===== config.mk =====
export PLATFORM = sky130hd
export DESIGN_NAME = reg_bank_arb
export DESIGN_NICKNAME = d
export VERILOG_FILES = /design/src/rtl/reg_bank_pkg.sv /design/src/rtl/rr_arbiter2.sv /design/src/rtl/reg_bank_arb.sv
export SDC_FILE = /design/constraint.sdc
export NUM_CORES = 1
export LEC_CHECK = 0
export ABC_AREA = 1
export BUFFER_PORTS_ARGS = -buffer_cell sky130_fd_sc_hd__buf_2
export CAP_MARGIN = 20
export CORE_AREA = 3 3 138 107
export DETAILED_ROUTE_END_ITERATION = 10
export DIE_AREA = 0 0 141 110
export GPL_TIMING_DRIVEN = 0
export RECOVER_POWER = 100
export SETUP_SLACK_MARGIN = 0.5
export SLEW_MARGIN = 25
export SYNTH_ARGS = -nofsm -noshare
export SYNTH_HDL_FRONTEND = slang
export SYNTH_SLANG_ARGS = --single-unit
export TNS_END_PERCENT = 5

===== constraint.sdc =====
create_clock -name clk -period 2.2 [get_ports clk]
set_input_delay 0.44 -clock clk [delete_from_list [all_inputs] [get_ports clk]]
set_output_delay 0.44 -clock clk [all_outputs]
set_load 0.05 [all_outputs]

===== src/rtl/reg_bank_pkg.sv =====
// Shared types for the two-host register bank: FSM states, host ids and address-decode classes.
package reg_bank_pkg;

  typedef enum logic [1:0] {
    IDLE,
    ACCESS,
    DONE
  } state_e;

  typedef enum logic {
    HOST_A,
    HOST_B
  } host_e;

  typedef enum logic [1:0] {
    CFG,
    STAT,
    ILLEGAL
  } dec_e;

endpackage


===== src/rtl/rr_arbiter2.sv =====
// Two-way round-robin arbiter; the last-served pointer moves on every grant.
module rr_arbiter2
  import reg_bank_pkg::*;
(
  input  logic  clk,
  input  logic  rstb,
  input  logic  ena,
  input  logic  req_a,
  input  logic  req_b,
  output host_e grant_c,
  output logic  grant_valid_c
);

  host_e last_q;

  // On a tie the host that was not served last wins.
  always_comb begin
    grant_valid_c = ena && (req_a || req_b);
    grant_c       = HOST_A;
    if (req_a && req_b) begin
      grant_c = (last_q == HOST_A) ? HOST_B : HOST_A;
    end else if (req_b) begin
      grant_c = HOST_B;
    end
  end

  // Reset to "B served last" so host A wins the first tie.
  always_ff @(posedge clk or negedge rstb) begin
    if (!rstb) begin
      last_q <= HOST_B;
    end else if (grant_valid_c) begin
      last_q <= grant_c;
    end
  end

endmodule


===== src/rtl/reg_bank_arb.sv =====
// Config/status register bank shared by two serial hosts with round-robin req/ack arbitration.
module reg_bank_arb
  import reg_bank_pkg::*;
#(
  parameter int unsigned NUM_CFG    = 8,
  parameter int unsigned NUM_STATUS = 4,
  parameter int unsigned REG_WIDTH  = 8,
  parameter int unsigned ADDR_W     = $clog2(NUM_CFG + NUM_STATUS),
  parameter logic [NUM_CFG*REG_WIDTH-1:0]    CFG_RESET   = '0,
  parameter logic [NUM_STATUS*REG_WIDTH-1:0] STICKY_MASK = '0
) (
  input  logic                            clk,
  input  logic                            rstb,
  input  logic                            ena,
  input  logic                            a_req,
  input  logic                            a_wr,
  input  logic [ADDR_W-1:0]               a_addr,
  input  logic [REG_WIDTH-1:0]            a_wdata,
  output logic                            a_ack,
  output logic [REG_WIDTH-1:0]            a_rdata,
  output logic                            a_err,
  input  logic                            b_req,
  input  logic                            b_wr,
  input  logic [ADDR_W-1:0]               b_addr,
  input  logic [REG_WIDTH-1:0]            b_wdata,
  output logic                            b_ack,
  output logic [REG_WIDTH-1:0]            b_rdata,
  output logic                            b_err,
  output logic [NUM_CFG*REG_WIDTH-1:0]    config_regs,
  output logic [NUM_CFG-1:0]              cfg_upd,
  input  logic [NUM_STATUS*REG_WIDTH-1:0] status_regs
);

  localparam int unsigned STAT_BITS = NUM_STATUS * REG_WIDTH;

  state_e                 state_q, state_d;
  host_e                  host_q, grant;
  logic                   grant_valid;
  logic                   wr_q;
  logic [ADDR_W-1:0]      addr_q;
  logic [REG_WIDTH-1:0]   wdata_q;
  logic [REG_WIDTH-1:0]   cfg_q [NUM_CFG];
  logic [REG_WIDTH-1:0]   stat_word [NUM_STATUS];
  logic [STAT_BITS-1:0]   sticky_q, clr;
  logic [NUM_CFG-1:0]     cfg_we;
  logic [REG_WIDTH-1:0]   acc_rdata;
  logic                   acc_err;
  logic                   do_acc;
  dec_e                   dec;
  int unsigned            addr_u;

  rr_arbiter2 u_arb (
    .clk           (clk),
    .rstb          (rstb),
    .ena           (ena && (state_q == IDLE)),
    .req_a         (a_req),
    .req_b         (b_req),
    .grant_c       (grant),
    .grant_valid_c (grant_valid)
  );

  always_ff @(posedge clk or negedge rstb) begin
    if (!rstb) state_q <= IDLE;
    else       state_q <= state_d;
  end

  always_comb begin
    state_d = state_q;
    do_acc  = 1'b0;
    unique case (state_q)
      IDLE:    if (grant_valid) state_d = ACCESS;
      ACCESS: begin
        do_acc  = 1'b1;
        state_d = DONE;
      end
      DONE:    state_d = IDLE;
      default: state_d = IDLE;
    endcase
  end

  // Capture the granted host's command so it stays stable through ACCESS.
  always_ff @(posedge clk or negedge rstb) begin
    if (!rstb) begin
      host_q  <= HOST_A;
      wr_q    <= 1'b0;
      addr_q  <= '0;
      wdata_q <= '0;
    end else if (grant_valid) begin
      host_q <= grant;
      if (grant == HOST_B) begin
        wr_q    <= b_wr;
        addr_q  <= b_addr;
        wdata_q <= b_wdata;
      end else begin
        wr_q    <= a_wr;
        addr_q  <= a_addr;
        wdata_q <= a_wdata;
      end
    end
  end

  always_comb begin
    addr_u = 32'(addr_q);
    dec    = ILLEGAL;
    if (addr_u < NUM_CFG)                   dec = CFG;
    else if (addr_u < NUM_CFG + NUM_STATUS) dec = STAT;
  end

  // Readback view: live bits pass through, sticky bits come from the capture flops.
  always_comb begin
    for (int unsigned k = 0; k < NUM_STATUS; k++) begin
      stat_word[k] = (status_regs[k*REG_WIDTH +: REG_WIDTH] & ~STICKY_MASK[k*REG_WIDTH +: REG_WIDTH])
                   | (sticky_q[k*REG_WIDTH +: REG_WIDTH] & STICKY_MASK[k*REG_WIDTH +: REG_WIDTH]);
    end
  end

  always_comb begin
    acc_rdata = '0;
    acc_err   = 1'b0;
    cfg_we    = '0;
    clr       = '0;
    case (dec)
      CFG: begin
        for (int unsigned k = 0; k < NUM_CFG; k++) begin
          if (addr_u == k) begin
            if (wr_q) cfg_we[k] = do_acc;
            else      acc_rdata = cfg_q[k];
          end
        end
      end
      STAT: begin
        for (int unsigned k = 0; k < NUM_STATUS; k++) begin
          if (addr_u == NUM_CFG + k) begin
            if (wr_q) clr[k*REG_WIDTH +: REG_WIDTH] = do_acc ? wdata_q : '0;
            else      acc_rdata = stat_word[k];
          end
        end
      end
      default: acc_err = 1'b1;
    endcase
  end

  // Set wins over W1C in the same cycle so no status event is dropped.
  always_ff @(posedge clk or negedge rstb) begin
    if (!rstb) begin
      for (int unsigned k = 0; k < NUM_CFG; k++) begin
        cfg_q[k] <= CFG_RESET[k*REG_WIDTH +: REG_WIDTH];
      end
      sticky_q <= '0;
      cfg_upd  <= '0;
    end else begin
      for (int unsigned k = 0; k < NUM_CFG; k++) begin
        if (cfg_we[k]) cfg_q[k] <= wdata_q;
      end
      cfg_upd  <= cfg_we;
      sticky_q <= ((sticky_q & ~clr) | status_regs) & STICKY_MASK;
    end
  end

  always_ff @(posedge clk or negedge rstb) begin
    if (!rstb) begin
      a_ack   <= 1'b0;
      a_rdata <= '0;
      a_err   <= 1'b0;
      b_ack   <= 1'b0;
      b_rdata <= '0;
      b_err   <= 1'b0;
    end else begin
      a_ack <= do_acc && (host_q == HOST_A);
      b_ack <= do_acc && (host_q == HOST_B);
      if (do_acc && (host_q == HOST_A)) begin
        a_rdata <= acc_rdata;
        a_err   <= acc_err;
      end
      if (do_acc && (host_q == HOST_B)) begin
        b_rdata <= acc_rdata;
        b_err   <= acc_err;
      end
    end
  end

  always_comb begin
    for (int unsigned k = 0; k < NUM_CFG; k++) begin
      config_regs[k*REG_WIDTH +: REG_WIDTH] = cfg_q[k];
    end
  end

endmodule


==> impl_results.md, run 1 <==
* # port buffers at roughly 150
* Worst-Margin Slew at 1.09 ns
* Initial antenna violation count at 0
* Power Density at roughly 1400 nW/µm²
* Std-Cell Rows at 37
* Clock share of power at 17.4%
* Layout net count at around 950
* Grt met1 use at 36.1%
* Outcome: finished clean
* Leading area contributor after synthesis: dfrtp_1
* Final Hold Fails at 0
* R2r startpoint: wr_q
* Setup Skew at 0.00759 ns
* Normalized max-slew margin at 27.0%
* Post-synthesis cell type count at 29
* Switch share at 52.3%
* Final cycle utilization of the critical path at 90.4%
* Routed vias at 5308
* Top cells by area, synth: dfrtp_1 51%, nand2_1 17%, o21ai_0 10%
* Reg2reg end: config_regs[3]
* Via density at 4.96
* Area growth syn-to-layout at 28.4%
* Critical path class: reg2reg
* Met3 Use GR at between 4 and 5%
* Top-area cell type share of the netlist area at 50.5%
* Placer Congestion at approximately 0.86
* CP Capture Type: flip-flop
* Finish-stage setup viols at 0
* LEAKAGE at around 3.5 nW
* Core Util, Final at 50.6%
* Syn Inst Count at 705
* Die Ht at 110 µm
* CTS Sinks at 109
* R2R Setup Slk at 0.21 ns
* Top_reg_cell synth: dfrtp_1
* Post-synth EDFFs at 0
* Most frequent cell after synthesis: nand2_1
* HPWL Detailed at 13.5 mm
* Fin worst setup slack at around 0.21 ns
* Tmin final at 1.99 ns
* Number of synthesized register bits at 109
* Int Pwr at roughly 4.5 mW
* DRC viols at 0
* H-tree Lvls at 3
* Share of cells above drive strength 1 at 16.8%
* Syn Nets at 768
* GR Util met2 at around a third
* Total global-route track usage at 23.4%
* # diodes at 0
* Vias in the first global route at 4940
* Area of the core at 13600 µm²
* IO Pins at 155
* Tot Pwr at 9.38 mW
* Maximum VDD drop at between 600 and 700 µV
* # fillers at 1391
* Maxcap violations at 0
* Worst slack, placed at -0.0294 ns
* Routed length per instance at 16.7 µm
* ANT nets after route at 0
* Initial Utilization at 39.4%
* Hold buffer count at cts at 0
* Mean Syn Cell Area at 7.59 µm²
* Net Switching at 4.90 mW
* Skew-Pair Late Insertion Delay at 0.35 ns
* Clk Tree Root Cell: clkbuf_16
* Top Usage Layer GRT: met1
* Register area share after synthesis at 51.0%
* Async S/R FF share, synth at 100%
* Top post-synthesis cells by count: 243 x nand2_1, 108 x dfrtp_1, 107 x o21ai_0, 86 x inv_1, 42 x nand3_1
* First-pass GRT wire length at 27.8 mm
* CTS clock-pin slew for the worst setup and hold paths at 0.07 ns
* Sequential Power Share at ~34%
* Pin count of the biggest net entering global routing at 70
* DRT iter0 DRCs at 376
* CTS tree: built
* Die X at ~140 µm
* Synth warnings at 0
* Clock Path Buffers at 2
* Critical Path RT at 2.42 ns
* Hold WC Path Type: in2async
* Arr. time, crit path at 2.21 ns
* Total grt overflow at 0
* Pins Over Slew Limit at 0
* DIE AREA at 15500 µm²
* Startpoint types: flip-flop
* Post-Syn Area at 5350 µm²
* R2R depth at 7
* Pre-antenna DRT Iters at 5
* Worst-path fanout max at 10
* Num CTS Buffers at 9
* RSZ-0062 raised after global routing: yes
* Combinational power share at 48.6%
* Critical Path Start: wr_q
* Routed Wire Length at 17.9 mm
* Max Clk Rate at 503 MHz
==> state kept, by name, indices dropped and copies added (netlist names), 2 cells and up <==
register	flops
b_rdata	8
state_q	2
a_rdata	8
wdata_q	8
addr_q	4
config_regs	64
cfg_upd	8
==> power by group through the flow <==
stage	logic, mW	registers (mW)	clock network (mW)
after floorplan	1.25	4.97	0
after global placement	4.38	3.17	0
after detailed placement	4.41	3.18	0
after CTS	4.66	3.16	1.65
after global routing	4.92	3.27	1.74
final	4.56	3.19	1.63
==> layer usage <==
layer	vias to the layer above	part of all wire, %
met5	-	0
li1	2616	-
met3	13	8.6
met2	211	42
met1	2468	49
met4	0	0.84
==> placed cells by master, fill, tap and decap left out, types with 2 or more instances in the layout <==
cell and n:
o21ai_0 101, clkbuf_2 2, buf_6 9, clkinvlp_4 3, nand3_1 42, buf_2 63
buf_4 17, nand2_4 5, dfrtp_1 107, inv_2 5, clkbuf_1 105, nand2_2 5
nor3_4 2, nand2_1 236, clkinv_2 2, nor3_1 3, clkbuf_4 3, inv_1 80
nor2_1 28, o21ai_2 2, o21ai_1 5, nand4_1 10, nor2_2 4, inv_4 2
clkbuf_16 9, a21oi_1 9, o22ai_1 13, nor2_4 9
==> cells by family (layout without fill, tap and decap cells) <==
logic type             after synthesis  count (layout)  synth area share (%)
AOI/OAI and AO/OA                  133             133                  12.9
buffers and inverters              116             306                  8.80
DFF                                109             109                  51.0
and+or+nand+nor                    347             347                  27.3
==> per-stage QoR <==
step                      cell area, µm²  hold slack [ns]  instances  TNS (ns)
after floorplan                     5350            0.144        705         0
after global placement              6340            0.460       1034    -67.14
after detailed placement            6370            0.384       1035   -0.0458
after CTS                           6940           0.0142       1067         0
after global routing                6870            0.359       1070         0
final                               6870            0.289       1070         0
==> area by class of cell <==
type                            instances  area, µm²  area share [%]
Multi-Input combinational cell        480       2260            33.0
Inverter                               90        352            5.12
Buffer                                 26        176            2.57
Tap cell                              175        219            3.19
Clock inverter                          6       63.8           0.929
Timing Repair Buffer                  174        833            12.1
Sequential cell                       109       2730            39.8
Clock buffer                           10        229            3.33
==> critical path, cell delays in order, from the launching register on <==
cell      delay [ns]
dfrtp_1         0.33
buf_4           0.21
inv_4           0.10
nor2_2          0.27
inv_2           0.15
nor3_4          0.25
clkbuf_1        0.39
o21ai_0         0.14
==> worst max path at each step <==
stage / end / slack (ns) / cells past startpoint
global route: config_regs[6] / 0.10 / 7
global placement: cfg_upd[3] / -0.63 / 1
detailed placement: a_rdata[5] / -0.03 / 15
floorplan: a_rdata[0] / 0.55 / 14
finish: config_regs[3] / 0.21 / 7
CTS: a_rdata[6] / 0.34 / 14
==> repair_timing <==
action / 4_1_cts / 5_1_grt
pin swaps: 9 / 7
gates resized for setup: 52 / 20
setup buffers: 16 / 3
endpoints found under the hold margin: 0 / 0
setup endpoints to repair: 73 / 85
Note: power is estimated with default switching activity, not from simulation.
==> run 2: changes to the inputs <==
--- a/config.mk
+++ b/config.mk
@@ -8,10 +8,13 @@
 export ABC_AREA = 1
 export BUFFER_PORTS_ARGS = -buffer_cell sky130_fd_sc_hd__buf_2
 export CAP_MARGIN = 20
-export CORE_AREA = 3 3 138 107
+export CELL_PAD_IN_SITES_DETAIL_PLACEMENT = 1
+export CELL_PAD_IN_SITES_GLOBAL_PLACEMENT = 1
+export CORE_AREA = 3 3 143 111
 export DETAILED_ROUTE_END_ITERATION = 10
-export DIE_AREA = 0 0 141 110
+export DIE_AREA = 0 0 146 114
 export GPL_TIMING_DRIVEN = 0
+export PLACE_DENSITY_LB_ADDON = 0.1
 export RECOVER_POWER = 100
 export SETUP_SLACK_MARGIN = 0.5
 export SLEW_MARGIN = 25
==> run 2 against run 1 <==
Against the previous run:
- routed wire length grew 15%
- final area grew 2.2%
- global-route usage rose by 1.3 points
- utilization decreased by 1.9 points
- clock skew increased by 0.0012 ns
- via count increased by 4.7%
- clock-buffer cell count did not move
- first-iteration DRC count decreased by 11%
- fmax down 0.29%
- highest routed layer unchanged
==> impl_results.md, run 2 (synthesized netlist as in run 1, its figures left out) <==
* Multi-input gate area at 2310 µm²
* Clock share of power at between 15 and 20%
* Met3 Use GR at 6.00%
* GR Util met2 at 37.4%
* Outcome: finished clean
* Maximum VDD drop at 485 µV
* CP delay by family, top: simple AND/OR/NAND/NOR gates
* Worst path most repeated cell: inv_1
* Grt met1 use at 36.8%
* Critical Path, Cell by Cell: inv_1 -> nand2_1 -> nor2_2 -> inv_1 -> nor3_2 -> buf_2 -> o21ai_0
* Vias in the first global route at 5673
* Slowest stage delay, CP at 0.39 ns
* Net Switching at 5.13 mW
* Die Ht at around 110 µm
* Final Non-Filler Cells at 1103
* Commonest non-fill, non-tap cells in the layout: 229 x nand2_1, 106 x dfrtp_1, 103 x clkbuf_1
* Finish-stage setup viols at 0
* IO Pins at 155
* Cells after DPL at 1060
* Critical path class: reg2reg
* H-tree Lvls at 3
* Initial antenna violation count at 0
* Initial Utilization at a little under two fifths
* Worst-path fanout max at 10
* Maxcap violations at 0
* Register area at 2730 µm²
* Int Pwr at 4.47 mW
* Hold buffer count at cts at 0
* Routed Wire Length at 20.6 mm
* HPWL Detailed at 15.4 mm
* Worst-Margin Slew at 1.38 ns
* Clk Tree Root Cell: clkbuf_16
* Critical Path RT at 2.43 ns
* DRC viols at 0
* Final Hold Fails at 0
* Std-Cell Rows at 38
* Via density at 5.04
* Die X at 146 µm
* WHS at 0.361 ns
* Switch share at approximately 53%
* Share of cells above drive strength 1 at 19.3%
* Sequential Power Share at 33.3%
* Total grt overflow at 0
* Pins Over Slew Limit at 0
* Tmin final at 1.99 ns
* Max Clk Rate at 501 MHz
* Power Density at about 1400 nW/µm²
* Setup Skew at 0.00874 ns
* Layout net count at ~960
* DIE AREA at 16600 µm²
* First-pass GRT wire length at between 30 and 40 mm
* Skew-Pair Late Insertion Delay at 0.36 ns
* Area of the core at roughly 14000 µm²
* ANT nets after route at 0
* Final cycle utilization of the critical path at 90.7%
* Total negative slack at 0 ns
* Clock Path Buffers at 2
* CTS clock-pin slew for the worst setup and hold paths at approximately 0.080 ns
* Most common cell after layout, fill and taps aside: nand2_1
* Pre-antenna DRT Iters at 5
* Hold WC Path Type: in2reg
* Top Usage Layer GRT: met2
* Num CTS Buffers at 9
* Critical-path top delay cell: dfrtp_1
* RSZ-0062 raised after global routing: yes
* CTS tree: built
* Tot Pwr at 9.61 mW
* CP Capture Type: flip-flop
* Placer Congestion at 0.912
* Total global-route track usage at between 20 and 25%
* Routed length per instance at 18.7 µm
* Pin count of the biggest net entering global routing at 58
* DRT iter0 DRCs at 334
* Startpoint types: flip-flop
* CTS Sinks at 109
* LEAKAGE at 3.55 nW
* Core Util, Final at between 40% and 50%
* # diodes at 0
* Arr. time, crit path at 2.22 ns
* # fillers at 1886
* Area growth syn-to-layout at 31.3%
* Combinational power share at 49.9%
* Crit path buf inv count at 3
* # port buffers at 154
* Max reg flops at 64
* Routed vias at approximately 5600
* Normalized max-slew margin at 7.84%
run 2: cell count changes in the layout (fill, tap and decap cells not counted), sizes merged:
cell,previous run,this run
clkinvlp,3,2
clkinv,4,2
buf,91,101
clkbuf,119,117
inv,88,92
bufinv,1,0
run 2: power by group through the flow:
stage / clock network (mW) / logic, mW / registers, mW
2_1_floorplan: 0 / 1.25 / 4.97
3_3_place_gp: 0 / 4.40 / 3.17
3_5_place_dp: 0 / 4.50 / 3.20
4_1_cts: 1.64 / 4.74 / 3.17
5_1_grt: 1.73 / 5.13 / 3.29
6_report: 1.61 / 4.79 / 3.20
run 2: metal layers:
layer	vias up	wire length [µm]	share of wire [%]
li1	2633	-	-
met1	2709	9780	47
met2	207	8940	43
met3	10	1720	8.4
met4	0	153	0.74
met5	-	0	0
run 2: through the flow:
stage	area, µm²	setup slack, ns
final	7020	0.205
after CTS	6920	0.264
after global placement	6370	-0.546
after detailed placement	6400	-0.0453
after floorplan	5350	0.549
after global routing	7020	0.0646
run 2: repair_timing:
item / CTS / global route
setup buffers: 15 / 11
gates resized for setup: 43 / 47
pin swaps: 7 / 24
gates cloned: 0 / 1
endpoints found under the setup margin: 86 / 88
run 2: final timing paths:
check                      startpoint              end  slack, ns  cells past startpoint
max                        state_q[1]  config_regs[42]       0.21                      7
min                        b_wdata[0]       wdata_q[0]       0.36                      3
max reg2reg                state_q[1]  config_regs[42]       0.21                      7
min reg2reg                a_rdata[6]       a_rdata[6]       0.48                      2
max in group asynchronous        rstb        addr_q[0]       0.87                      1
min in group asynchronous        rstb   config_regs[5]       0.39                      1
run 2: cell type report:
type	count	area share (%)
clock buffer	10	3.26
sequential	109	38.9
timing repair buffer	182	12.9
tap	200	3.56
multi-input combinational	480	32.9
inverter	90	4.99
clock inverter	6	0.766
buffer	26	2.69
run 2: worst min-delay path, stage by stage:
cell and delay (ns):
buf_2 0.08, nor2_1 0.04, o22ai_1 0.11
==> run 3: changes to the inputs <==
--- a/config.mk
+++ b/config.mk
@@ -10,9 +10,9 @@
 export CAP_MARGIN = 20
 export CELL_PAD_IN_SITES_DETAIL_PLACEMENT = 1
 export CELL_PAD_IN_SITES_GLOBAL_PLACEMENT = 1
-export CORE_AREA = 3 3 143 111
+export CORE_AREA = 3 3 148 107
 export DETAILED_ROUTE_END_ITERATION = 10
-export DIE_AREA = 0 0 146 114
+export DIE_AREA = 0 0 151 110
 export GPL_TIMING_DRIVEN = 0
 export PLACE_DENSITY_LB_ADDON = 0.1
 export RECOVER_POWER = 100
==> run 3 against run 2 <==
Against the previous run:
- critical path type unchanged
- global-route usage increased by 0.93 points
- largest power group unchanged
- critical path depth increased by 9
- sequential share of layout area increased by 0.61 points
==> impl_results.md, run 3 (synthesized netlist as in run 1, its figures left out) <==
* R2R depth at 16
* Pre-antenna DRT Iters at 7
* CTS Sinks at 109
* Vias in the first global route at 5755
* DRT iter0 DRCs at 240
* Area growth syn-to-layout at 29.3%
* Initial antenna violation count at 0
* Max Clk Rate at 503 MHz
* Placer Congestion at 0.852
* Startpoint types: flip-flop
* Hold path depth at 3
* Met2 WL at 8.97 mm
* WHS at 0.361 ns
* Setup Skew at 0.00813 ns
* Clk Tree Root Cell: clkbuf_16
* IO Pins at between 150 and 200
* Power Density at 1370 nW/µm²
* Share of cells above drive strength 1 at between 10% and 20%
* Worst-Margin Slew at 1.37 ns
* DIE AREA at 16600 µm²
* Max reg flops at 64
* Critical path class: reg2reg
* Normalized max-slew margin at 8.81%
* Routed Wire Length at a little over 20 mm
* Tmin final at between 1.5 and 2 ns
* Outcome: finished clean
* LEAKAGE at 3.51 nW
* Pins Over Slew Limit at 0
* HPWL Detailed at 15.8 mm
* Total grt overflow at 0
* First-pass GRT wire length at 32.5 mm
* Initial Utilization at 36.8%
* Core Util, Final at 47.6%
* Hold WC Path Type: in2reg
* Multi-input gate area at 2280 µm²
* Clock Path Buffers at 2
* Die Ht at 110 µm
* DRC viols at 0
* Via density at 5.09
* Routed length per instance at 19.0 µm
* Cell Area, Placed at 6400 µm²
* Fin worst setup slack at 0.213 ns
* Total global-route track usage at 25.7%
* Critical Path RT at 2.50 ns
* Maximum VDD drop at 473 µV
* Register area at approximately 2700 µm²
* Design area at 6920 µm²
* H-tree Lvls at 3
* Worst-path fanout max at 5
* Skew-Pair Late Insertion Delay at 0.36 ns
* Maxcap violations at 0
* Die X at 151 µm
* Layout net count at 955
* Routed vias at 5557
* CTS clock-pin slew for the worst setup and hold paths at 0.08 ns
* Final Hold Fails at 0
* Most common cell after layout, fill and taps aside: nand2_1
* Finish-stage setup viols at 0
* Pin count of the biggest net entering global routing at 58
* Final cycle utilization of the critical path at 90.3%
* CP Capture Type: flip-flop
* Num CTS Buffers at 9
* ANT nets after route at 0
* RSZ-0062 raised after global routing: yes
* Arr. time, crit path at 2.28 ns
* Std-Cell Rows at 37
* Highest Signal Layer: met4
* Worst slack, placed at -0.0721 ns
* Total negative slack at 0 ns
* Routed length on met1 at 9.92 mm
* CTS tree: built
* WL met3 at ~1.7 mm
* # port buffers at 154
* # fillers at 1885
* # diodes at 0
* Hold buffer count at cts at 0
* Area of the core at 14500 µm²
* Commonest non-fill, non-tap cells in the layout: 225 x nand2_1, 105 x dfrtp_1, 102 x clkbuf_1
==> run 3: metal layers <==
layer  vias up  GRT usage, %
met3        20          5.15
met4         0          5.50
li1       2617             -
met1      2727          38.1
met2       193          38.9
met5         -             0
==> run 3: final cells by class <==
cell class / instances / share of cell area, %
Buffer: 26 / 2.53
Inverter: 90 / 4.98
Timing Repair Buffer: 176 / 12.4
Clock inverter: 7 / 0.814
Multi-Input combinational cell: 480 / 33.0
Clock buffer: 9 / 3.26
Sequential cell: 109 / 39.5
Tap cell: 195 / 3.53
==> run 3: path summary, 6_finish.rpt <==
kind | start | end | slack, ns
setup / recovery | addr_q[3] | a_rdata[5] | 0.21
hold / removal | b_addr[2] | addr_q[2] | 0.36
setup reg to reg | addr_q[3] | a_rdata[5] | 0.21
hold reg to reg | a_rdata[5] | a_rdata[5] | 0.48
max in group asynchronous | rstb | addr_q[1] | 0.89
min in group asynchronous | rstb | config_regs[3] | 0.38
==> run 3: power by group <==
part | internal, mW | switching (mW)
clock | 0.788 | 0.802
sequential | 2.63 | 0.594
combinational | 0.978 | 3.71
==> run 3: critical path, cell delays in order, from the launching register on <==
cell	delay [ns]
dfrtp_2	0.44
buf_6	0.13
nor2_4	0.18
buf_6	0.14
clkbuf_2	0.18
nand3_1	0.11
nand2_1	0.09
nand2_2	0.08
nand2_2	0.07
nand2_1	0.05
nand2_1	0.06
nand2_1	0.07
nand2_1	0.07
nand2_1	0.05
nand2_1	0.07
nand2_1	0.05
nand2_1	0.08
==> run 3: repair_timing <==
action | in CTS | in global routing
buffers inserted | 14 | 6
gates resized for setup | 51 | 41
pin swaps | 12 | 23
gates cloned | 0 | 1
setup endpoints to repair | 86 | 88
==> run 3: through the flow <==
| step | power [mW] | cells |
|---|---|---|
| after floorplan | 6.22 | 705 |
| after global placement | 7.59 | 1054 |
| after detailed placement | 7.72 | 1055 |
| after CTS | 9.58 | 1085 |
| after global routing | 10.0 | 1092 |
| final | 9.50 | 1092 |
